[config.mk]
export PLATFORM = sky130hd
export DESIGN_NAME = wb_rr_arbiter
export DESIGN_NICKNAME = d
export VERILOG_FILES = /design/src/rtl/pawc_wb_pkg.sv /design/src/rtl/wb_arb_wdt.sv /design/src/rtl/wb_rr_arbiter.sv
export SDC_FILE = /design/constraint.sdc
export NUM_CORES = 1
export LEC_CHECK = 0
export ABC_AREA = 1
export CORE_AREA = 2 2 126 128
export CTS_BUF_LIST = sky130_fd_sc_hd__clkbuf_8
export CTS_CLUSTER_SIZE = 8
export DETAILED_ROUTE_END_ITERATION = 6
export DIE_AREA = 0 0 128 130
export DONT_BUFFER_PORTS = 1
export GPL_TIMING_DRIVEN = 0
export HOLD_SLACK_MARGIN = 0.06
export RECOVER_POWER = 50
export SYNTH_ARGS = -nofsm -noshare
export SYNTH_HDL_FRONTEND = slang
export SYNTH_SLANG_ARGS = --single-unit
[constraint.sdc]
create_clock -name clk -period 2.1 [get_ports clk]
set_clock_uncertainty 0.1 [all_clocks]
set_input_delay 0.42 -clock clk [delete_from_list [all_inputs] [get_ports clk]]
set_output_delay 0.42 -clock clk [all_outputs]
set_load 0.05 [all_outputs]
[src/rtl/pawc_wb_pkg.sv]
// Shared definitions for the two-master Wishbone round-robin arbiter.
// Holds the arbiter FSM state encoding, the master index constants and
// a helper that converts a master index into the one-hot grant vector.
package pawc_wb_pkg;

  typedef enum logic [1:0] {
    ST_IDLE = 2'd0,
    ST_BUSY = 2'd1,
    ST_TMO  = 2'd2
  } arb_state_e;

  localparam int M_CPU  = 0;
  localparam int M_BOOT = 1;

  // Master index (0 = CPU, 1 = boot/DMA loader) to one-hot grant.
  function automatic logic [1:0] onehot_grant(input logic idx);
    return idx ? 2'b10 : 2'b01;
  endfunction

endpackage

[src/rtl/wb_arb_wdt.sv]
// Bus watchdog for the arbiter: counts consecutive wait cycles of an
// un-answered strobe and flags the cycle in which the count reaches TIMEOUT.
//   clk      : rising-edge clock
//   resetn   : asynchronous active-low reset
//   count_en : this cycle is a wait cycle (busy, stb high, no ack/err)
//   clear    : restart the count (ack, err, stb low or not busy)
//   expired  : this wait cycle is the TIMEOUT-th one in a row
module wb_arb_wdt #(
  parameter int TIMEOUT = 255
) (
  input  logic clk,
  input  logic resetn,
  input  logic count_en,
  input  logic clear,
  output logic expired
);

  localparam int CW = $clog2(TIMEOUT + 1);
  localparam logic [CW-1:0] LIMIT     = CW'(TIMEOUT);
  localparam logic [CW-1:0] LAST_WAIT = CW'(TIMEOUT - 1);

  logic [CW-1:0] cnt;

  always_ff @(posedge clk or negedge resetn) begin
    if (!resetn) begin
      cnt <= '0;
    end else if (clear) begin
      cnt <= '0;
    end else if (count_en && (cnt != LIMIT)) begin
      cnt <= cnt + 1'b1;
    end
  end

  // Flag combinationally on the wait cycle that brings the count to
  // TIMEOUT, so an ack in that same cycle (count_en low) suppresses it.
  assign expired = count_en && (cnt >= LAST_WAIT);

endmodule

[src/rtl/wb_rr_arbiter.sv]
// Two-master round-robin arbiter in front of one shared Wishbone slave.
// Master 0 is the CPU, master 1 the boot/DMA loader. A registered grant is
// taken one cycle after cyc rises, held for the whole bus cycle, and a
// watchdog forces a one-cycle error when a strobe stays un-answered.
//   clk, resetn              : clock, asynchronous active-low reset
//   m0_* / m1_*              : master-side classic Wishbone ports
//   s_*                      : shared-slave ports
//   grant                    : one-hot current owner (00 = none)
//   state                    : FSM state for debug (arb_state_e encoding)
module wb_rr_arbiter
  import pawc_wb_pkg::*;
#(
  parameter int AW      = 32,
  parameter int DW      = 32,
  parameter int TIMEOUT = 255
) (
  input  logic            clk,
  input  logic            resetn,
  input  logic            m0_cyc,
  input  logic            m0_stb,
  input  logic            m0_we,
  input  logic [AW-1:0]   m0_adr,
  input  logic [DW-1:0]   m0_dat_i,
  input  logic [DW/8-1:0] m0_sel,
  output logic            m0_ack,
  output logic            m0_err,
  output logic [DW-1:0]   m0_dat_o,
  input  logic            m1_cyc,
  input  logic            m1_stb,
  input  logic            m1_we,
  input  logic [AW-1:0]   m1_adr,
  input  logic [DW-1:0]   m1_dat_i,
  input  logic [DW/8-1:0] m1_sel,
  output logic            m1_ack,
  output logic            m1_err,
  output logic [DW-1:0]   m1_dat_o,
  output logic            s_cyc,
  output logic            s_stb,
  output logic            s_we,
  output logic [AW-1:0]   s_adr,
  output logic [DW-1:0]   s_dat_o,
  output logic [DW/8-1:0] s_sel,
  input  logic            s_ack,
  input  logic            s_err,
  input  logic [DW-1:0]   s_dat_i,
  output logic [1:0]      grant,
  output logic [1:0]      state
);

  arb_state_e st, st_nxt;
  logic [1:0] gnt, gnt_nxt;
  logic       last, last_nxt;   // index of the master granted last

  logic            g_cyc, g_stb, g_we;
  logic [AW-1:0]   g_adr;
  logic [DW-1:0]   g_dat;
  logic [DW/8-1:0] g_sel;

  logic wdt_count, wdt_clear, wdt_expired;
  logic pick_idx;

  // Signals of whichever master currently owns the bus.
  always_comb begin
    g_cyc = gnt[1] ? m1_cyc   : m0_cyc;
    g_stb = gnt[1] ? m1_stb   : m0_stb;
    g_we  = gnt[1] ? m1_we    : m0_we;
    g_adr = gnt[1] ? m1_adr   : m0_adr;
    g_dat = gnt[1] ? m1_dat_i : m0_dat_i;
    g_sel = gnt[1] ? m1_sel   : m0_sel;
  end

  // On a tie the master that did not own the bus last wins; otherwise the
  // only requester wins (m1_cyc alone selects index 1).
  assign pick_idx = (m0_cyc && m1_cyc) ? ~last : m1_cyc;

  always_comb begin
    st_nxt   = st;
    gnt_nxt  = gnt;
    last_nxt = last;
    case (st)
      ST_IDLE: begin
        if (m0_cyc || m1_cyc) begin
          st_nxt  = ST_BUSY;
          gnt_nxt = onehot_grant(pick_idx);
        end
      end
      ST_BUSY: begin
        if (!g_cyc) begin
          st_nxt   = ST_IDLE;
          gnt_nxt  = 2'b00;
          last_nxt = gnt[1];
        end else if (wdt_expired) begin
          st_nxt = ST_TMO;
        end
      end
      ST_TMO: begin
        if (!g_cyc) begin
          st_nxt   = ST_IDLE;
          gnt_nxt  = 2'b00;
          last_nxt = gnt[1];
        end else begin
          st_nxt = ST_BUSY;
        end
      end
      default: begin
        st_nxt  = ST_IDLE;
        gnt_nxt = 2'b00;
      end
    endcase
  end

  always_ff @(posedge clk or negedge resetn) begin
    if (!resetn) begin
      st   <= ST_IDLE;
      gnt  <= 2'b00;
      last <= 1'(M_BOOT);
    end else begin
      st   <= st_nxt;
      gnt  <= gnt_nxt;
      last <= last_nxt;
    end
  end

  assign wdt_count = (st == ST_BUSY) && g_stb && !s_ack && !s_err;
  assign wdt_clear = !wdt_count;

  wb_arb_wdt #(.TIMEOUT(TIMEOUT)) u_wdt (
    .clk      (clk),
    .resetn   (resetn),
    .count_en (wdt_count),
    .clear    (wdt_clear),
    .expired  (wdt_expired)
  );

  // Bus routing. Only BUSY connects the owner to the slave; TMO hides the
  // strobe from the slave and answers the owner with err instead.
  always_comb begin
    s_cyc    = 1'b0;
    s_stb    = 1'b0;
    s_we     = 1'b0;
    s_adr    = '0;
    s_dat_o  = '0;
    s_sel    = '0;
    m0_ack   = 1'b0;
    m0_err   = 1'b0;
    m0_dat_o = '0;
    m1_ack   = 1'b0;
    m1_err   = 1'b0;
    m1_dat_o = '0;
    if (st == ST_BUSY) begin
      s_cyc   = g_cyc;
      s_stb   = g_stb;
      s_we    = g_we;
      s_adr   = g_adr;
      s_dat_o = g_dat;
      s_sel   = g_sel;
      if (gnt[1]) begin
        m1_ack   = s_ack;
        m1_err   = s_err;
        m1_dat_o = s_dat_i;
      end else begin
        m0_ack   = s_ack;
        m0_err   = s_err;
        m0_dat_o = s_dat_i;
      end
    end else if (st == ST_TMO) begin
      if (gnt[1]) m1_err = 1'b1;
      else        m0_err = 1'b1;
    end
  end

  assign grant = gnt;
  assign state = st;

endmodule

; ---- After elaboration in Yosys (flattened, before gate mapping)
; Index checks and enable logic that the tools add are counted.
[totals]
ff_bits = 13
input_bits = 178
out_inout_bits = 143
[classes]
bitwise = 2
order_cmp = 1
muxes = 40
n_reduce_logical = 14
eq_ne = 7
n_addsub = 1
[ops]
columns = op, count
row1 = two-way mux 32 bit, 8
row2 = two-way mux 1 bit, 20
row3 = two-way mux 8 bit, 2
row4 = two-way mux 2 bit, 6
row5 = "adder 8 x 1 -> 8 bit, second input constant", 1
row6 = ">= comparator 8 bit, second input constant", 1
row7 = two-way mux 4 bit, 2
row8 = "inequality test 8 bit, second input constant", 1
row9 = logical AND 1 bit, 6
row10 = "inequality test 2 bit, second input constant", 3
row11 = one-hot mux 2 bit (3 select lines), 1
row12 = AND reduction 2 bit, 3
row13 = one-hot mux 2 bit (2 select lines), 1
row14 = "inequality test 3 x 2 -> 1 bit, second input constant", 1
row15 = "equality test 2 x 1 -> 1 bit, second input constant", 1
row16 = "equality test 2 bit, second input constant", 1
row17 = zero test 1 bit, 2
row18 = zero test 2 bit, 1
row19 = NOT 1 bit, 2
row20 = OR reduction 2 bit, 1
row21 = logical OR 1 bit, 1

; ---- Longest topological paths before layout
[logic_depth]
depth_word = 8
mapped_depth = 10
ltp_nobuf = 9

; ---- Modules after synthesis
; Synthesis repeated with hierarchy kept, for this count alone.
[hier_totals]
hier_cells = 472
area_unflattened_um2 = 2459.9
[by_module_without_submodules]
columns = module, seq_area_each_um2, area_each_um2, cells_per_inst, instances
row1 = wb_rr_arbiter, 126.4, 1931.9, 397, 1
row2 = wb_arb_wdt, 200.2, 528.0, 75, 1

; ---- Least setup slack after synthesis
; OpenSTA, ideal clock, no wires.
[synth_timing]
path_kind = reg-to-output
startpoint = reg st[0], in the netlist state[0]
endpoint = out m0_dat_o[10]
t_required_ps = 1580
setup_slack_ps = -508
arrival_time_ps = 2088
path_buffers = 2
stages_incl_launch_ff = 8
cell_sequence = dfrtp_1 > ha_1 > buf_4 > inv_2 > nor2_4 > inv_2 > buf_2 > nor2_1
[synth_via]
elab_chain_cells = 2
[synth_lines]
columns = element, line
row1 = from (decl), wb_rr_arbiter.sv:50  ; arb_state_e st, st_nxt;
row2 = from (signal assigned), wb_rr_arbiter.sv:118  ; st <= st_nxt;
row3 = equality test 2 x 1 -> 1 bit, wb_rr_arbiter.sv:150  ; if (st == ST_BUSY) begin
row4 = two-way mux 32 bit, wb_rr_arbiter.sv:150
row5 = to (decl), wb_rr_arbiter.sv:27  ; output logic [DW-1:0] m0_dat_o,
; No other way between the ends.

; ---- Worst setup path in the final report
[layout_timing]
startpoint = reg st[1], in the netlist state[1]
endpoint = out m0_dat_o[24]
; Same word-level chain as after synthesis.

==> results.toml <==
[worst_setup_path]
start_kind = "flip-flop"
cp.required_ps = 1580
crit_path_end_kind = "output port"
path_class = "flip-flop to output port"
crit_fanout = 8
path_cells = "inv_4, ha_4, inv_4, nor2_4, buf_6, inv_12, clkbuf_16, nor2_4"
critPathMaxStageDelay_ps = 590
arrival_ps = 1980
cp_slowest_cell = "dfrtp_4"

[sta]
rsz0062_at_grt = "true"
finalHoldViolations = 0
fin_crit_sh_pct = 119
worstMarginPinSlew_ps = 886
max_freq_mhz = 401
setup_violations = 145
finalMaxSlewViolations = 0
slew_headroom_pct = 40.7
hold_ws_ps = 318
worst_slack_ps = -396
fin_tns_setup_ps = -43930
min_period_ps = 2500

[floorplanning]
rows = 46
pin_count = 321
coreArea_mm2 = 0.0154
die_w_um = 128
die_area_mm2 = 0.0166
die_y_um = 130
start_util_pct = 12.7

[placed_design]
io_buffers = 0
dpl_cell_area_mm2 = 0.00274
pre_cts_ws_ps = -608
dp_cells = 489
dp_hpwl_um = 11600
place_congestion = 0.832

[final_layout]
stdcell_area_mm2 = 0.00403
post-route-util_pct = 26.1
diodes = 0
drive_gt1_share_pct = 64.6
stdcell_count = 517
final_net_count = 510
areaGrowthSynthToFinish_pct = 106
nFillCells = 1621

[synthesis]
syn_nets = 481
synth_area_mm2 = 0.00196
postSynthAreaPerCell_um2 = 6.59
yosysWarningCount = 0
synth_cell_types = 31
synthCells = 297
seq_area_frac_synth_pct = 16.7
synth_seq_cells = 13

[route]
drc_errors = 0
wire_per_inst_um = 27.0
routed_wl_um = 14000
drt-initial-drc-count = 45
via_per_inst = 4.75
antenna_left = 0
first_pass_iters = 4
vias = 2457

[job]
maxCapViolations = 0

[clock_network]
cts_root_buffer = "clkbuf_8"
numCtsBuffers = 3
clk_transition_reported_paths_ps = 60
htree_levels = 1
clock_sinks = 13
worstSkewPairLatency_ps = 250
clk_path_buf_depth = 2
tritoncts = "built"

[global_route]
grt_max_degree = 14
grt_pass1_wl_um = 16600
grt.total_usage_pct = 14.5
gr-total-overflow = 0
antenna_found_initial = 2
first_global_vias = 2326

[pwr]
power_density_mw_per_mm2 = 2200
power_mw = 8.86
vdd_drop_max_uv = 927
p_leak_nw = 1.78

[hold_path]
hp-class = "input port to flip-flop"

[run_status]
status = "complete, but fails checks"
violations = "setup timing"
what timing repair did:
item / CTS / global route
setup buffers: 8 / 7
resized for setup: 152 / 55
hold buffers: 1 / 0
endpoints found under the setup margin: 138 / 145
pin swaps: 13 / 70
gates cloned: 1 / 8
hold endpoints to repair: 13 / 0
report_power, final:
group | leakage [nW] | switching (mW) | internal, mW | total, mW
combinational | 1.59 | 5.37 | 2.75 | 8.12
sequential | 0.169 | 0.190 | 0.317 | 0.507
clock | 0.0269 | 0.104 | 0.130 | 0.233
total | 1.78 | 5.66 | 3.20 | 8.86
synthesized netlist by cell type:
library cell	n	area, um^2
xor2_1	1	8.76
nor2_2	1	6.26
o21ai_0	6	30.0
buf_6	3	33.8
nand3_2	2	20.0
nand2_2	3	18.8
inv_2	3	11.3
nand3b_2	1	11.3
o21ai_2	1	8.76
o21bai_2	1	11.3
nand2_4	1	11.3
a31oi_1	1	6.26
nor3_1	2	10.0
or2_1	1	6.26
a211oi_1	3	22.5
nor2_1	77	289
dfrtp_1	12	300
mux2i_1	1	10.0
ha_1	6	75.1
inv_1	48	180
clkbuf_1	3	11.3
a21oi_1	4	20.0
o21a_1	1	7.51
dfstp_2	1	26.3
nand2_1	16	60.1
nand3_1	11	55.1
nor2_4	1	11.3
buf_2	14	70.1
buf_4	2	15.0
a22o_1	69	604
inv_4	1	6.26
flip-flops by register name, summed over array words and instances (netlist names):
register,flops
grant,2
u_wdt.cnt,8
last,1
state,2
worst max-delay path, delay by kind of cell (launching register included):
kind | cells | cell delay (ps)
DFF | 1 | 590
buffers and inverters | 5 | 520
and+or+nand+nor | 2 | 420
adders and majority gates | 1 | 170
logic make-up after synthesis:
family          share of synthesized area, %
mux                                    0.511
buf+inv                                 16.7
flops                                   16.7
compound gates                          36.3
xor+xnor                               0.447
simple gates                            25.5
fa+ha+maj                               3.83
layer usage:
metal / vias to the layer above / routed length [um] / global-route usage (%)
met5: - / 27 / 0
met4: 4 / 163 / 2.71
met3: 14 / 1580 / 6.56
met2: 195 / 7310 / 26.5
met1: 1178 / 4900 / 15.6
li1: 1066 / - / -
cells in the final DEF (no fill, tap or decap), types with 2 or more instances in the layout:
cell / synthesis / final
buf_12: 0 / 8
clkbuf_8: 0 / 3
ha_1: 6 / 5
clkbuf_4: 0 / 2
a22o_2: 0 / 2
a22o_4: 0 / 67
buf_8: 0 / 4
clkbuf_16: 0 / 8
nand3_2: 2 / 2
inv_1: 48 / 46
buf_6: 3 / 11
nor2_1: 77 / 12
nand2_1: 16 / 16
nor3_1: 2 / 2
nand2_8: 0 / 2
nand3_1: 11 / 11
a211oi_2: 0 / 3
o21ai_0: 6 / 6
dfrtp_1: 12 / 9
a21oi_1: 4 / 4
nor2_4: 1 / 66
dfrtp_4: 0 / 2
inv_4: 1 / 4
buf_4: 2 / 9
buf_16: 0 / 3
worst paths after layout:
path                       slack [ps]  cells after the start     start            to
setup / recovery                 -400                      8  state[1]  m0_dat_o[24]
hold / removal                    320                      3    m0_cyc      grant[1]
setup reg to reg                 -120                     11  state[1]  u_wdt.cnt[0]
hold reg to reg                   420                      2      last          last
max in group asynchronous         900                      1    resetn      state[1]
min in group asynchronous         530                      1    resetn      grant[0]
final cells by class:
type	count	area, um^2	area share, %
Buffer	21	314	7.80
Clock buffer	3	41.3	1.03
Clock inverter	1	3.75	0.0933
Inverter	52	226	5.63
Multi-Input combinational cell	210	2460	61.1
Sequential cell	13	335	8.33
Tap cell	192	240	5.97
Timing Repair Buffer	25	405	10.1
No activity file was read; power rests on OpenSTA's default activity.
